===== src/rtl/h264_xform_pkg.sv =====
// rtl/h264_xform_pkg.sv - shared types and saturation helper for the chroma DC inverse transform
package h264_xform_pkg;

  typedef enum logic [1:0] {
    COLLECT = 2'd0,
    COMPUTE = 2'd1,
    EMIT    = 2'd2
  } state_t;

  typedef logic signed [15:0] coef_t;
  typedef logic signed [17:0] acc_t;

  function automatic coef_t sat16(input acc_t a);
    if (a > 18'sd32767)
      return 16'sh7fff;
    else if (a < -18'sd32768)
      return 16'sh8000;
    else
      return a[15:0];
  endfunction

endpackage


===== src/rtl/h264_hadamard2x2.sv =====
// rtl/h264_hadamard2x2.sv - combinational 2x2 Hadamard butterfly with 18-bit headroom
module h264_hadamard2x2
  import h264_xform_pkg::*;
(
  input  coef_t c00,
  input  coef_t c01,
  input  coef_t c10,
  input  coef_t c11,
  output acc_t  f00,
  output acc_t  f01,
  output acc_t  f10,
  output acc_t  f11
);

  acc_t a00, a01, a10, a11;
  acc_t s0, d0, s1, d1;

  assign a00 = acc_t'(c00);
  assign a01 = acc_t'(c01);
  assign a10 = acc_t'(c10);
  assign a11 = acc_t'(c11);

  // Row butterflies first, then column butterflies.
  assign s0 = a00 + a01;
  assign d0 = a00 - a01;
  assign s1 = a10 + a11;
  assign d1 = a10 - a11;

  assign f00 = s0 + s1;
  assign f01 = d0 + d1;
  assign f10 = s0 - s1;
  assign f11 = d0 - d1;

endmodule


===== src/rtl/h264invdctransform.sv =====
// rtl/h264invdctransform.sv - serial inverse 2x2 chroma DC transform: collect 4, compute, emit 4
module h264invdctransform
  import h264_xform_pkg::*;
#(
  parameter int OUT_SHIFT = 0
) (
  input  logic        CLK,
  input  logic        RESET,
  output logic        READYI,
  input  logic        ENABLE,
  input  logic [15:0] XXIN,
  output logic        VALID,
  output logic [15:0] YYOUT,
  input  logic        READYO
);

  state_t      state_q, state_d;
  logic [1:0]  in_cnt, out_cnt;
  coef_t       c_q [4];
  coef_t       f_q [4];
  acc_t        h00, h01, h10, h11;

  h264_hadamard2x2 u_hadamard (
    .c00 (c_q[0]),
    .c01 (c_q[1]),
    .c10 (c_q[2]),
    .c11 (c_q[3]),
    .f00 (h00),
    .f01 (h01),
    .f10 (h10),
    .f11 (h11)
  );

  always_comb begin
    state_d = state_q;
    case (state_q)
      COLLECT: if (ENABLE && in_cnt == 2'd3) state_d = COMPUTE;
      COMPUTE: state_d = EMIT;
      EMIT:    if (READYO && out_cnt == 2'd3) state_d = COLLECT;
      default: state_d = COLLECT;
    endcase
  end

  // Handshake flags are pure state decodes so they are correct during reset.
  assign READYI = (state_q == COLLECT);
  assign VALID  = (state_q == EMIT);
  assign YYOUT  = f_q[out_cnt];

  always_ff @(posedge CLK or posedge RESET) begin
    if (RESET) begin
      state_q <= COLLECT;
      in_cnt  <= 2'd0;
      out_cnt <= 2'd0;
      for (int i = 0; i < 4; i++) begin
        c_q[i] <= '0;
        f_q[i] <= '0;
      end
    end else begin
      state_q <= state_d;
      if (state_q == COLLECT && ENABLE) begin
        c_q[in_cnt] <= XXIN;
        in_cnt      <= in_cnt + 2'd1;
      end
      if (state_q == COMPUTE) begin
        f_q[0] <= sat16(h00 >>> OUT_SHIFT);
        f_q[1] <= sat16(h01 >>> OUT_SHIFT);
        f_q[2] <= sat16(h10 >>> OUT_SHIFT);
        f_q[3] <= sat16(h11 >>> OUT_SHIFT);
      end
      if (state_q == EMIT && READYO)
        out_cnt <= out_cnt + 2'd1;
    end
  end

endmodule


===== config.mk =====
export PLATFORM = sky130hd
export DESIGN_NAME = h264invdctransform
export DESIGN_NICKNAME = d
export VERILOG_FILES = /design/src/rtl/h264_xform_pkg.sv /design/src/rtl/h264_hadamard2x2.sv /design/src/rtl/h264invdctransform.sv
export SDC_FILE = /design/constraint.sdc
export NUM_CORES = 1
export LEC_CHECK = 0
export ABC_CLOCK_PERIOD_IN_PS = 6800
export CORE_ASPECT_RATIO = 0.7
export CORE_MARGIN = 4
export CORE_UTILIZATION = 55
export CTS_CLUSTER_DIAMETER = 50
export DETAILED_ROUTE_END_ITERATION = 8
export DONT_BUFFER_PORTS = 1
export GPL_ROUTABILITY_DRIVEN = 1
export PLACE_DENSITY = 0.7
export REMOVE_ABC_BUFFERS = 1
export SLEW_MARGIN = 5
export SYNTH_ARGS = -nofsm -noshare
export SYNTH_HDL_FRONTEND = slang
export SYNTH_HIERARCHICAL = 1
export SYNTH_SLANG_ARGS = --single-unit

===== constraint.sdc =====
create_clock -name CLK -period 6.8 [get_ports CLK]
set_clock_uncertainty 0.2 [all_clocks]
set_input_delay 0.68 -clock CLK [delete_from_list [all_inputs] [get_ports CLK]]
set_output_delay 0.68 -clock CLK [all_outputs]
set_load 0.02 [all_outputs]

==> impl_results.md, run 1 <==
- Outcome: complete, but fails checks
- Failing checks: hold timing
- CP Capture Type: flop
- Crit path max fanout: 15
- Critical path depth: 17
- Main synth FF type: dfrtp_1
- H-tree depth: 4
- Fin crit period: 5660 ps
- Slowest CP cell: o41ai_1
- # DRC: 0
- Async SR Flop Fraction: 1.00
- Number of gates resized after CTS: 0
- I/O Buffers: 0
- Worst path bufs/invs: 1
- GRT overflow: 0
- CTS buffer count: 17
- Pins over their slew limit: 0
- Max_slew headroom: 0.209
- Min-Delay Path Class: in2async
- CTS tree: built
- XOR/XNOR share of the synthesized area: 0.0760
- RePlAce Congestion: 0.903
- Worst Tran Pin Value: 1170 ps
- Reg2reg start: c_q[55]
- Synthesis Warnings: 6
- RSZ-0062 raised after global routing: false
- Worst path cell trace: ha_1, inv_1, a21oi_1, o21bai_1, or3_1, o21ai_1, xor2_1, ha_1, nand2b_1, a21oi_1, or3_1, o211ai_1, a21oi_1, o21a_1, o41ai_1, a21o_1, o21ai_0
- Crit path max-delay family: compound AO/OA/AOI/OAI gates
- Post-DRT Antenna Nets: 0
- # clock sinks: 134
- Cell taking the most area after synthesis: dfrtp_1
- CTS Hold Bufs: 0
- Synth top area share: 0.265
- IO Pins: 38
- Final count of hold timing violations: 2
- # rows: 46
- Crit-path max cell delay: 590 ps
- Critical Path RT: 6880 ps
- Critical Path Start Type: flop
- Clock buffer depth: 2
- Share of layout cells above drive strength 1: 0.103
- FF-to-FF setup slack: 1140 ps
- Worst reg2reg path endpoint: f_q[22]
- Simple-Gate Fraction of Synth Area: 0.156
- Post-synthesis compound-gate area fraction: 0.180
- Final wirelength: 32600 µm
- Pre-antenna DRT Iters: 5
- Antenna violations before repair: 0
- Critical path launch point: c_q[55]
- Die X: 189 µm
- Largest family of logic cells by synthesized area: compound AO/OA/AOI/OAI gates
- Final setup TNS: 0 ps
- Post-synth EDFFs: 0
- Synthesized area: 12700 µm²
- Worst setup path end: f_q[22]
- Via density: 5.88
- Die Y: 135 µm
- Syn_area_per_cell: 8.74 µm²
- Commonest cells post-synth: nor2_1 (157), ha_1 (137), dfrtp_1 (134), inv_1 (121), nand2_1 (115)
- Most frequent cell after synthesis: nor2_1
- Number of global-route vias before repair: 9397
- Max Cap Viol: 0
- CP Class: reg2reg
- Vias: 10127
- Core Region: 22700 µm²
- Initial detailed-routing violation count: 936
- Distinct cell type count after synthesis: 79
- First-pass GRT wire length: 51600 µm
- Hpwl dp: 24700 µm
- Register clock-pin slew on the reported worst setup and hold paths: 60 ps
- Die area: 25600 µm²
- Largest net degree at the start of global routing: 71
- Layout Nets: 1562
- Gr usage total: 0.257
- Final number of setup-violating endpoints: 0
- Sequential-to-total area share from yosys stat: 0.265
- Worst hold slack: -3.09 ps
- Max Fclk: 177 MHz
- Setup bufs post-CTS: 0
- Routed len/inst: 18.9 µm
- Skew-Pair Late Insertion Delay: 430 ps
- Largest cells by area after synthesis: dfrtp_1 (26%), ha_1 (14%), xnor2_1 (5.9%)
- Initial core utilization: 0.559
- CTS root buffer: clkbuf_16
- Crit share post-route: 0.832
- Fraction of the mapped netlist area in adder cells: 0.148
- Worst Reg-to-Reg Cells: 17
- Worst EP arrival: 5740 ps
- Post-synthesis mux area share: 0.105
- Mapped Cells: 1450
- Layout area overhead: 4.30%
- Final core occ: 0.583
- Most frequent CP cell: a21oi_1
- N_diodes: 0
- Yosys reg bits: 134
## flip-flops by register name, indices dropped and copies added (netlist names)
signal	flops
c_q	64
in_cnt	2
state_q	2
out_cnt	2
f_q	64
## cell type report
class | instances | area, µm²
Clock buffer | 23 | 468
Clock inverter | 9 | 101
Fill cell | 2075 | 9460
Inverter | 121 | 459
Multi-Input combinational cell | 1119 | 8420
Sequential cell | 134 | 3350
Tap cell | 312 | 390
Timing Repair Buffer | 4 | 30.0
## logic make-up after synthesis
kind of cell / Yosys count
mux: 89
xor+xnor: 110
fa+ha+maj: 145
simple gates: 428
buf+inv: 197
compound gates: 347
flops: 134
## metal layers
layer	global-route usage	routed length (µm)
met1	0.405	16500
met2	0.368	13200
met3	0.0481	2500
met4	0.0486	328
met5	0	0
## worst register-to-register path, stage by stage, from the launching register on
cell	delay [ps]
dfrtp_1	400
ha_1	440
inv_1	150
a21oi_1	210
o21bai_1	100
or3_1	320
o21ai_1	380
xor2_1	450
ha_1	420
nand2b_1	160
a21oi_1	80
or3_1	320
o211ai_1	230
a21oi_1	160
o21a_1	190
o41ai_1	590
a21o_1	530
o21ai_0	190
## placed cells by master (no fill, tap or decap), types with 31 or more instances in the layout
master   count
inv_1      120
mux2_2      31
a21oi_1     96
mux2_4      39
ha_1       137
dfrtp_1    134
o21ai_0     94
xnor2_1     86
nand2_1    115
nor2_1     157
nor3_1      31
## metrics by stage
stage,instance area (µm²),hold slack [ps],setup WS [ps],std cells
2_1_floorplan,12200,245,2340,1374
3_3_place_gp,12600,257,1380,1690
3_5_place_dp,12600,268,1290,1690
4_1_cts,13200,15.7,1250,1722
5_1_grt,13200,37.2,846,1722
6_report,13200,-3.09,1140,1722
## worst min-delay path by stage
| stage | startpoint | end | slack, ps | cells past startpoint |
|---|---|---|---|---|
| 6_report | RESET | c_q[32] | -3 | 1 |
| 3_5_place_dp | f_q[1] | f_q[1] | 270 | 2 |
| 3_3_place_gp | f_q[13] | f_q[13] | 260 | 2 |
| 5_1_grt | RESET | c_q[32] | 40 | 1 |
| 2_1_floorplan | f_q[16] | f_q[16] | 240 | 2 |
| 4_1_cts | RESET | c_q[48] | 20 | 1 |
Power of run 1 is left out: the tool's default activity adds up to more than one toggle a clock period on the data nets, which glitch-free logic cannot reach.
==> run 2, diff against run 1 <==
--- a/config.mk
+++ b/config.mk
@@ -5,7 +5,8 @@
 export SDC_FILE = /design/constraint.sdc
 export NUM_CORES = 1
 export LEC_CHECK = 0
-export ABC_CLOCK_PERIOD_IN_PS = 6800
+export ABC_AREA = 1
+export ABC_CLOCK_PERIOD_IN_PS = 4650
 export CORE_ASPECT_RATIO = 0.7
 export CORE_MARGIN = 4
 export CORE_UTILIZATION = 55
@@ -13,7 +14,7 @@
 export DETAILED_ROUTE_END_ITERATION = 8
 export DONT_BUFFER_PORTS = 1
 export GPL_ROUTABILITY_DRIVEN = 1
-export PLACE_DENSITY = 0.7
+export PLACE_DENSITY = 0.73
 export REMOVE_ABC_BUFFERS = 1
 export SLEW_MARGIN = 5
 export SYNTH_ARGS = -nofsm -noshare
==> constraint.sdc (replaced) <==
create_clock -name CLK -period 4.65 [get_ports CLK]
set_clock_uncertainty 0.2 [all_clocks]
set_input_delay 0.465 -clock CLK [delete_from_list [all_inputs] [get_ports CLK]]
set_output_delay 0.465 -clock CLK [all_outputs]
set_load 0.02 [all_outputs]
==> run 2 against run 1 <==
Compared with the run above: the run now ends clean; count of clock-buffer cells in the layout shrank 6; sequential share of layout area is 2.8 points lower; routed wire length rose by 32%.
==> impl_results.md, run 2 <==
- Share of layout cells above drive strength 1: 0.0567
- Outcome: finished clean
- Top flop regs: c_q (64), f_q (64)
- Gr usage total: 0.310
- Largest cells by area after synthesis: dfrtp_1 (24%), nand2_1 (21%), ha_1 (12%)
- Clock buffer depth: 2
- Critical Path RT: 4800 ps
- N_diodes: 0
- Worst path bufs/invs: 4
- Final number of setup-violating endpoints: 0
- Synthesized area: 14200 µm²
- Pins over their slew limit: 0
- RePlAce Congestion: 1.02
- Core Region: 25000 µm²
- Min-Delay Path Class: in2reg
- Slowest CP cell: ha_1
- Synth top area share: 0.236
- Largest net degree at the start of global routing: 135
- Most frequent cell after synthesis: nand2_1
- CTS tree: built
- Distinct cell type count after synthesis: 43
- Worst Tran Pin Value: 1280 ps
- IO Pins: 38
- CP Class: reg2reg
- Post-synth EDFFs: 0
- CP Capture Type: flop
- Main synth FF type: dfrtp_1
- Hpwl dp: 34000 µm
- Skew-Pair Late Insertion Delay: 460 ps
- FF-to-FF setup slack: 300 ps
- RSZ-0062 raised after global routing: false
- Most frequent cells in the layout: nand2_1 (810), inv_1 (321), nor2_1 (138)
- H-tree depth: 4
- Worst EP arrival: 4500 ps
- Layout area overhead: 4.78%
- Layout Nets: 2357
- Pre-antenna DRT Iters: 6
- # DRC: 0
- Yosys reg bits: 134
- Crit-path max cell delay: 480 ps
- Vias: 14024
- Die area: 28500 µm²
- Die X: 200 µm
- Fin crit period: 4350 ps
- Via density: 5.54
- Max Cap Viol: 0
- Antenna violations before repair: 0
- Register clock-pin slew on the reported worst setup and hold paths: 70 ps
- Post-DRT Antenna Nets: 0
- Async SR Flop Fraction: 1.00
- Critical Path Start Type: flop
- Cell taking the most area after synthesis: dfrtp_1
- CTS root buffer: clkbuf_16
- CTS buffer count: 17
- Routed len/inst: 17.0 µm
- First-pass GRT wire length: 69900 µm
- Die Y: 142 µm
- Number of global-route vias before repair: 13092
- Commonest cells post-synth: nand2_1 (810), inv_1 (322), nor2_1 (138), ha_1 (137), dfrtp_1 (134)
- Sequential-to-total area share from yosys stat: 0.236
- Synthesis Warnings: 6
- Max Fclk: 230 MHz
- # clock sinks: 134
- Max_slew headroom: 0.148
- Final setup TNS: 0 ps
- Initial detailed-routing violation count: 1547
- Syn_area_per_cell: 6.32 µm²
- I/O Buffers: 0
- Initial core utilization: 0.568
- Mapped Cells: 2242
- Crit share post-route: 0.936
- Most frequent CP cell: nand2_1
- # rows: 48
- Most common cell after layout, fill and taps aside: nand2_1
- Crit path max-delay family: simple AND/OR/NAND/NOR gates
- GRT overflow: 0
- Crit path max fanout: 15
- Final count of hold timing violations: 0
- Final wirelength: 42900 µm
==> run 2: logic make-up after synthesis <==
| family | count (synthesis) | synth area share |
|---|---|---|
| and+or+nand+nor | 1147 | 0.330 |
| buffers and inverters | 432 | 0.130 |
| AOI/OAI and AO/OA | 314 | 0.128 |
| adders and majority gates | 145 | 0.132 |
| DFF | 134 | 0.236 |
| xor gates and xnor gates | 70 | 0.0432 |
==> run 2: final cells by class <==
class	instances	area, µm²
fill	2494	10100
multi-input combinational	1676	8990
sequential	134	3350
inverter	343	1290
clock buffer	17	425
tap	325	407
timing repair buffer	20	203
clock inverter	15	183
==> run 2: per-stage QoR <==
| stage | std cells | worst slack (ps) | utilization | hold slack (ps) | instance area (µm²) |
|---|---|---|---|---|---|
| after floorplan | 2153 | 402 | - | 244 | 13600 |
| after global placement | 2490 | 433 | 0.566 | 264 | 14100 |
| after detailed placement | 2490 | 382 | 0.566 | 266 | 14100 |
| after CTS | 2528 | 316 | 0.593 | 0.0891 | 14800 |
| after global routing | 2530 | 2.32 | 0.595 | 27.8 | 14900 |
| final | 2530 | 299 | 0.595 | 16.7 | 14900 |
==> run 2: layer usage <==
metal,vias to the layer above,GRT usage,share of wire
met2,594,0.449,0.40
met1,6524,0.475,0.49
met4,0,0.0418,0.0097
met5,-,0,0
li1,6861,-,-
met3,45,0.0850,0.096
==> run 2: path summary, 6_finish.rpt <==
kind | start | endpoint | cells past startpoint
hold reg to reg | f_q[32] | f_q[32] | 2
setup / recovery | c_q[16] | f_q[42] | 25
hold / removal | XXIN[10] | c_q[26] | 2
setup reg to reg | c_q[16] | f_q[42] | 25
min in group asynchronous | RESET | f_q[30] | 3
max in group asynchronous | RESET | c_q[32] | 3
==> run 2: worst reg2reg max path, cell delays in order, from the launching register on <==
cell      delay, ps
dfrtp_1         380
inv_1            50
ha_1            220
fa_1            420
nand3b_1        180
nand2_1         160
nand2_1          80
nand2_1         160
nand2_1         100
nand2_1          70
nand2_1          40
nand2_1         110
inv_1            60
ha_1            480
nand2_1         200
o21ai_0         340
a21oi_1         130
nand2_1          90
nand2_1          50
nand2_1         160
inv_2            50
o21ai_1          70
buf_4           220
nand2_1         100
nand2_1          90
nand2_1          60
==> run 2: repair_timing <==
action / in CTS / in global routing
endpoints found under the setup margin: 0 / 41
endpoints found under the hold margin: 146 / 0
setup buffers: 0 / 2
gates resized for setup: 0 / 3
hold buffers: 6 / 0
Power of run 2 is left out for the same reason.
